**src/rtl/cla_pkg.sv**
```systemverilog
// Shared definitions for the pipelined carry-look-ahead adder.
//   CLA_GRP_W : width of one look-ahead group (4 bits)
//   cla_grp_t : one group's operand/sum slice
//   cla_pg_t  : group propagate/generate pair
//   grp_pg()  : group-level propagate/generate from two 4-bit operands
package cla_pkg;

    localparam int CLA_GRP_W = 4;

    typedef logic [CLA_GRP_W-1:0] cla_grp_t;

    typedef struct packed {
        logic p;
        logic g;
    } cla_pg_t;

    function automatic cla_pg_t grp_pg(input cla_grp_t a, input cla_grp_t b);
        cla_grp_t pb;
        cla_grp_t gb;
        cla_pg_t  r;
        pb  = a ^ b;
        gb  = a & b;
        r.p = &pb;
        r.g = gb[3] | (pb[3] & gb[2]) | (pb[3] & pb[2] & gb[1])
            | (pb[3] & pb[2] & pb[1] & gb[0]);
        return r;
    endfunction

endpackage

```
**src/rtl/cla_group.sv**
```systemverilog
// One 4-bit carry-look-ahead group.
//   x, y  in  4  operand bits (y already inverted for subtraction)
//   c_in  in  1  carry into bit 0 of the group
//   sum   out 4  group sum
//   p, g  out 1  group propagate / generate for the next look-ahead level
module cla_group
    import cla_pkg::*;
(
    input  cla_grp_t x,
    input  cla_grp_t y,
    input  logic     c_in,
    output cla_grp_t sum,
    output logic     p,
    output logic     g
);

    cla_grp_t   pb;
    logic [2:0] gb;
    cla_grp_t   c;
    cla_pg_t    pg;

    always_comb begin
        pb   = x ^ y;
        gb   = x[2:0] & y[2:0];
        // Bit carries fully expanded so each depends only on pb/gb and c_in.
        c[0] = c_in;
        c[1] = gb[0] | (pb[0] & c_in);
        c[2] = gb[1] | (pb[1] & gb[0]) | (pb[1] & pb[0] & c_in);
        c[3] = gb[2] | (pb[2] & gb[1]) | (pb[2] & pb[1] & gb[0])
             | (pb[2] & pb[1] & pb[0] & c_in);
        sum  = pb ^ c;
        pg   = grp_pg(x, y);
        p    = pg.p;
        g    = pg.g;
    end

endmodule

```
**src/rtl/cla_adder_pipe.sv**
```systemverilog
// Pipelined WIDTH-bit carry-look-ahead adder/subtractor with valid/ready.
// The carry chain is cut into STAGES slices of WIDTH/STAGES bits; level 0
// registers the (inverted) operands, level k holds the result of slice k-1,
// and a final output register presents z/cout. Latency STAGES+1 edges.
// Optional feature: define CLA_OVF_EN to add the registered signed-overflow
// output ovf.
//   clk, rst         rising-edge clock, synchronous active-high reset
//   in_valid/ready   operand handshake (in_ready = global advance)
//   x, y, cin, sub   operands; sub=1 computes x-y-cin
//   out_valid/ready  result handshake
//   z, cout          result and carry-out (sub: 1 = no borrow)
//   ovf              signed overflow (CLA_OVF_EN only)
module cla_adder_pipe
    import cla_pkg::*;
#(
    parameter int WIDTH  = 16,
    parameter int STAGES = 2
) (
    input  logic             clk,
    input  logic             rst,
    input  logic             in_valid,
    output logic             in_ready,
    input  logic [WIDTH-1:0] x,
    input  logic [WIDTH-1:0] y,
    input  logic             cin,
    input  logic             sub,
    output logic             out_valid,
    input  logic             out_ready,
    output logic [WIDTH-1:0] z,
    output logic             cout
`ifdef CLA_OVF_EN
    ,
    output logic             ovf
`endif
);

    localparam int NG  = WIDTH / CLA_GRP_W;
    localparam int GPS = NG / STAGES;
    localparam int SW  = WIDTH / STAGES;

    if ((WIDTH % CLA_GRP_W) != 0 || ((WIDTH / CLA_GRP_W) % STAGES) != 0) begin : g_bad_cfg
        $fatal(1, "cla_adder_pipe: WIDTH must be a multiple of 4 and WIDTH/4 divisible by STAGES");
    end

    logic                         adv;
    logic [STAGES:0]              vld_pipe_q, vld_pipe_d;
    // Per level: slices already finished hold the sum in a and zero in b,
    // slices still pending hold the operands, so a^b at the last level is z.
    logic [STAGES:0][WIDTH-1:0]   a_q, a_d, b_q, b_d;
    logic [STAGES:0]              c_q, c_d;
    logic                         out_valid_q, out_valid_d;
    logic [WIDTH-1:0]             z_q, z_d;
    logic                         cout_q, cout_d;

    logic [WIDTH-1:0]             gsum;
    logic [NG-1:0]                gp, gg, gc;
    logic [STAGES-1:0]            sc;
    logic                         c_run;

    // Single stall point: the whole pipe advances only if the output can move.
    assign adv      = !out_valid_q || out_ready;
    assign in_ready = adv;

    for (genvar s = 0; s < STAGES; s++) begin : g_slice
        for (genvar g = 0; g < GPS; g++) begin : g_grp
            localparam int IDX = s * GPS + g;
            cla_group u_grp (
                .x    (a_q[s][IDX*CLA_GRP_W +: CLA_GRP_W]),
                .y    (b_q[s][IDX*CLA_GRP_W +: CLA_GRP_W]),
                .c_in (gc[IDX]),
                .sum  (gsum[IDX*CLA_GRP_W +: CLA_GRP_W]),
                .p    (gp[IDX]),
                .g    (gg[IDX])
            );
        end
    end

    // Group-level look-ahead inside each slice, seeded by the carry
    // registered at the slice's input level.
    always_comb begin
        gc    = '0;
        sc    = '0;
        c_run = 1'b0;
        for (int s = 0; s < STAGES; s++) begin
            c_run = c_q[s];
            for (int g = 0; g < GPS; g++) begin
                gc[s*GPS+g] = c_run;
                c_run       = gg[s*GPS+g] | (gp[s*GPS+g] & c_run);
            end
            sc[s] = c_run;
        end
    end

    always_comb begin
        vld_pipe_d  = vld_pipe_q;
        a_d         = a_q;
        b_d         = b_q;
        c_d         = c_q;
        out_valid_d = out_valid_q;
        z_d         = z_q;
        cout_d      = cout_q;
        if (adv) begin
            vld_pipe_d[0] = in_valid;
            a_d[0]        = x;
            b_d[0]        = y ^ {WIDTH{sub}};
            c_d[0]        = cin ^ sub;
            for (int k = 1; k <= STAGES; k++) begin
                vld_pipe_d[k]              = vld_pipe_q[k-1];
                a_d[k]                     = a_q[k-1];
                b_d[k]                     = b_q[k-1];
                a_d[k][(k-1)*SW +: SW]     = gsum[(k-1)*SW +: SW];
                b_d[k][(k-1)*SW +: SW]     = '0;
                c_d[k]                     = sc[k-1];
            end
            out_valid_d = vld_pipe_q[STAGES];
            // Result registers only load real beats so bubbles leave z intact.
            if (vld_pipe_q[STAGES]) begin
                z_d    = a_q[STAGES] ^ b_q[STAGES];
                cout_d = c_q[STAGES];
            end
        end
    end

    always_ff @(posedge clk) begin
        if (rst) begin
            vld_pipe_q  <= '0;
            a_q         <= '0;
            b_q         <= '0;
            c_q         <= '0;
            out_valid_q <= 1'b0;
            z_q         <= '0;
            cout_q      <= 1'b0;
        end else begin
            vld_pipe_q  <= vld_pipe_d;
            a_q         <= a_d;
            b_q         <= b_d;
            c_q         <= c_d;
            out_valid_q <= out_valid_d;
            z_q         <= z_d;
            cout_q      <= cout_d;
        end
    end

    assign out_valid = out_valid_q;
    assign z         = z_q;
    assign cout      = cout_q;

`ifdef CLA_OVF_EN
    logic ovf_lvl_q, ovf_lvl_d;
    logic ovf_q, ovf_d;
    logic msb_c;

    // Carry into the MSB recovered from the MSB sum bit and its operands.
    always_comb begin
        ovf_lvl_d = ovf_lvl_q;
        ovf_d     = ovf_q;
        msb_c     = gsum[WIDTH-1] ^ a_q[STAGES-1][WIDTH-1] ^ b_q[STAGES-1][WIDTH-1];
        if (adv) begin
            ovf_lvl_d = msb_c ^ sc[STAGES-1];
            if (vld_pipe_q[STAGES]) begin
                ovf_d = ovf_lvl_q;
            end
        end
    end

    always_ff @(posedge clk) begin
        if (rst) begin
            ovf_lvl_q <= 1'b0;
            ovf_q     <= 1'b0;
        end else begin
            ovf_lvl_q <= ovf_lvl_d;
            ovf_q     <= ovf_d;
        end
    end

    assign ovf = ovf_q;
`endif

endmodule

```
**config.mk**
```make
export PLATFORM = sky130hd
export DESIGN_NAME = cla_adder_pipe
export DESIGN_NICKNAME = d
export VERILOG_FILES = /design/src/rtl/cla_pkg.sv /design/src/rtl/cla_group.sv /design/src/rtl/cla_adder_pipe.sv
export SDC_FILE = /design/constraint.sdc
export NUM_CORES = 1
export LEC_CHECK = 0
export ABC_CLOCK_PERIOD_IN_PS = 6400
export BUFFER_PORTS_ARGS = -buffer_cell sky130_fd_sc_hd__buf_2
export CORE_MARGIN = 4
export CORE_UTILIZATION = 50
export DETAILED_ROUTE_END_ITERATION = 8
export HOLD_SLACK_MARGIN = 0.1
export PLACE_DENSITY = 0.8
export SLEW_MARGIN = 40
export SYNTH_ARGS = -nofsm -noshare
export SYNTH_HDL_FRONTEND = slang
export SYNTH_SLANG_ARGS = --single-unit
```
**constraint.sdc**
```tcl
create_clock -name clk -period 6.4 [get_ports clk]
set_input_delay 0 -clock clk [delete_from_list [all_inputs] [get_ports clk]]
set_output_delay 0 -clock clk [all_outputs]
set_load 0.01 [all_outputs]
```
==> flow_summary.yaml <==
timing:
  drv_slew: 0
  slew_headroom_pct: 54.1
  setup_tns_ps: 0
  setup_viol: 0
  grt_setup_unrepaired: "no"
  fmax_mhz: 432
  clock_skew_ps: 9.36
  worst_pin_slew_ps: 689
  period_share_pct: 36.1
  hold_violations: 0
  finalCriticalPeriod_ps: 2310
route:
  drt_iter0_markers: 223
  wl_met2_mm: 3.98
  routed.top_layer: "met4"
  drc: 0
  postRouteAntennaNets: 0
  met1Wirelength_mm: 4.13
  first_pass_iters: 4
  via_per_inst: 5.12
  route.met3.wl_um: 377
  routed_wl_mm: 8.66
  dr_total_vias: 3435
  drt-wirelength-per-cell_um: 12.9
cells_and_area:
  area_delta_synth_final_pct: 19.6
  diodes: 0
  nets: 623
  drive_gt1_share_pct: 14.8
  final_util_pct: 62.8
  fill_cells: 670
cts:
  cts_buffer_depth: 2
  cts_sinks: 96
  post_cts_resized: 0
  clkLatencyLatePin_ps: 360
  cts_tree: "done"
  cts_root_buffer: "clkbuf_8"
  htreeDepth: 3
  path_clk_slew_ps: 90
  cts_buffers: 9
status:
  outcome: "finished, final reports clean"
global_route:
  grt_pass1_wl_mm: 14.7
  grt_pass1_vias: 3220
  grt-ovfl-total: 0
  antenna_found_initial: 0
  grt_max_degree: 98
  track_usage_pct: 18.2
placement:
  gp_congestion: 0.870
  dp_hpwl_mm: 5.53
  portBuffers: 56
yosys:
  synth.distinct_cells: 36
  syn-num-nets: 553
  synth_area_mm2: 0.00415
  yosysTopAreaCell: "dfxtp_1"
  seq_area_frac_synth_pct: 46.4
  synth-edff-count: 0
  ys_ff_latch: 96
  synth_flop_cell: "dfxtp_1"
  ys.warnings.count: 0
  synth_top_area_share_pct: 46.4
  netlist_top_cells_area: "dfxtp_1, nand2_1, a21oi_1, ha_1, a211oi_1"
  async_reset_ff_share_pct: 0
  synthCells: 495
  synth_area_per_cell_um2: 8.37
pwr:
  power.density_mw_per_mm2: 234
  p_leak_nw: 2.10
  p_comb_share_pct: 12.3
  clockPowerShare_pct: 31.2
  seqPwrFrac_pct: 56.5
  switchingPower_uw: 295
  switching_share_pct: 25.4
  ir_drop_v: 0.000118
  power.internal_uw: 865
hold_path:
  hold_class: "in2reg"
  holdPathStages: 3
  hold_path_end: "b_q[1]"
  min-delay-start: "sub"
die:
  ios: 57
  coreArea_mm2: 0.00789
  fp.dieW_um: 99.1
  die_area_mm2: 0.00981
  row_count: 32
  die_y_um: 99.1
  start_util_pct: 52.6
critical_path:
  crit_path_max_fanout: 95
  r2r-start: "out_valid"
  cp.arrival_ps: 2600
  ff2ff_path_depth: 7
  critPathRequiredTime_ps: 6690
  setup.worst_path.end_class: "flip-flop"
  r2r_end: "z[10]"
  critical_path_class: "reg2reg"
  cp-start-kind: "flip-flop"
  reg2reg_setup_slack_ps: 4090
run:
  maxCapViolations: 0
==> sequential cells by signal, summed over array words and instances, names as in the netlist <==
name        flops
vld_pipe_q      3
b_q            24
cout            1
z              16
a_q            48
c_q             3
out_valid       1
==> worst max-delay path by stage <==
stage               from       to  slack (ps)  depth (start not counted)
2_1_floorplan     a_q[0]  a_q[21]        4370                          8
3_3_place_gp   out_valid    z[15]        3950                          7
3_5_place_dp   out_valid    z[13]        3920                          7
4_1_cts        out_valid    z[13]        3900                          7
5_1_grt        out_valid    z[11]        3840                          7
6_report       out_valid    z[10]        4090                          7
==> metal layers <==
layer	track usage, %	vias up
met5	0	-
met4	7.25	0
met3	4.53	16
met2	27.9	71
met1	24.7	1547
li1	-	1801
==> logic make-up after synthesis <==
family,count (synthesis),synth area share [%]
AO/OA/AOI/OAI,118,18.4
XOR/XNOR,21,4.44
multiplexers,2,0.483
buffers and inverters,44,4.47
flip-flops,96,46.4
adder cells (fa/ha/maj),20,6.76
AND/OR/NAND/NOR,194,19.1
==> critical path, cell delays in order, from the launching register on <==
cell and delay, ps:
dfxtp_1 320, nor2b_4 120, buf_4 330, inv_2 130, buf_6 500, and2_1 550, nand2_1 130, a21oi_1 140
==> power groups by stage <==
stage | sequential [mW] | clock, mW | combinational, mW
after floorplan | 0.663 | 0 | 0.0950
after global placement | 0.667 | 0 | 0.120
after detailed placement | 0.669 | 0 | 0.125
after CTS | 0.655 | 0.368 | 0.142
after global routing | 0.660 | 0.394 | 0.162
final | 0.655 | 0.362 | 0.143
==> layout make-up <==
| class | count | area (um^2) | area share [%] |
|---|---|---|---|
| Clock buffer | 13 | 159 | 3.21 |
| Clock inverter | 2 | 15.0 | 0.303 |
| Inverter | 10 | 37.5 | 0.757 |
| Multi-Input combinational cell | 355 | 2050 | 41.3 |
| Sequential cell | 96 | 1920 | 38.8 |
| Tap cell | 102 | 128 | 2.57 |
| Timing Repair Buffer | 93 | 651 | 13.1 |
==> metrics by stage <==
step                      cell area (um^2)  hold slack [ps]  total power [mW]  setup WS [ps]  std cells
final                                 4960              230              1.16           4090        671
after floorplan                       4150              140             0.757           4370        495
after detailed placement              4440              251             0.794           3920        622
after CTS                             4950              222              1.17           3900        671
after global routing                  4960              241              1.22           3840        671
after global placement                4440              246             0.788           3950        622
==> cell usage in the layout, fill, tap and decap left out, drive strengths merged <==
| cell | netlist | routed |
|---|---|---|
| nor3 | 6 | 6 |
| fa | 4 | 4 |
| dfxtp | 96 | 96 |
| clkinvlp | 0 | 2 |
| ha | 16 | 16 |
| nand2b | 2 | 2 |
| a311o | 2 | 2 |
| xnor2 | 19 | 19 |
| nand3 | 2 | 2 |
| o41ai | 2 | 2 |
| inv | 10 | 10 |
| a211oi | 25 | 25 |
| xor2 | 2 | 2 |
| buf | 16 | 59 |
| clkbuf | 18 | 13 |
| a21boi | 2 | 2 |
| nor2 | 33 | 33 |
| nor2b | 3 | 3 |
| o22ai | 2 | 2 |
| nand4 | 2 | 2 |
| dlygate4sd3 | 0 | 34 |
| a21o | 4 | 4 |
| and4 | 4 | 4 |
| o21bai | 2 | 2 |
| or3 | 2 | 2 |
| a31oi | 2 | 2 |
| nand2 | 137 | 137 |
| mux2i | 2 | 2 |
| a21oi | 71 | 71 |
| o31a | 2 | 2 |
| nor4 | 2 | 2 |
| and2 | 1 | 1 |
| o21ai | 4 | 4 |
==> timing repair <==
| item | in CTS | in global routing |
|---|---|---|
| hold endpoints to repair | 34 | 0 |
| setup buffers | 0 | 0 |
| hold buffers | 34 | 0 |
| endpoints found under the setup margin | 0 | 0 |
==> synthesized netlist by cell type (3+ instances only) <==
library cell / count
nor2_1: 31
nor2b_1: 3
and4_1: 4
dfxtp_1: 96
a211oi_1: 23
fa_1: 4
buf_2: 16
xnor2_1: 19
nor3_1: 6
a21oi_1: 71
nand2_1: 137
ha_1: 16
clkbuf_1: 18
inv_1: 9
No activity file was read; power rests on OpenSTA's default activity.
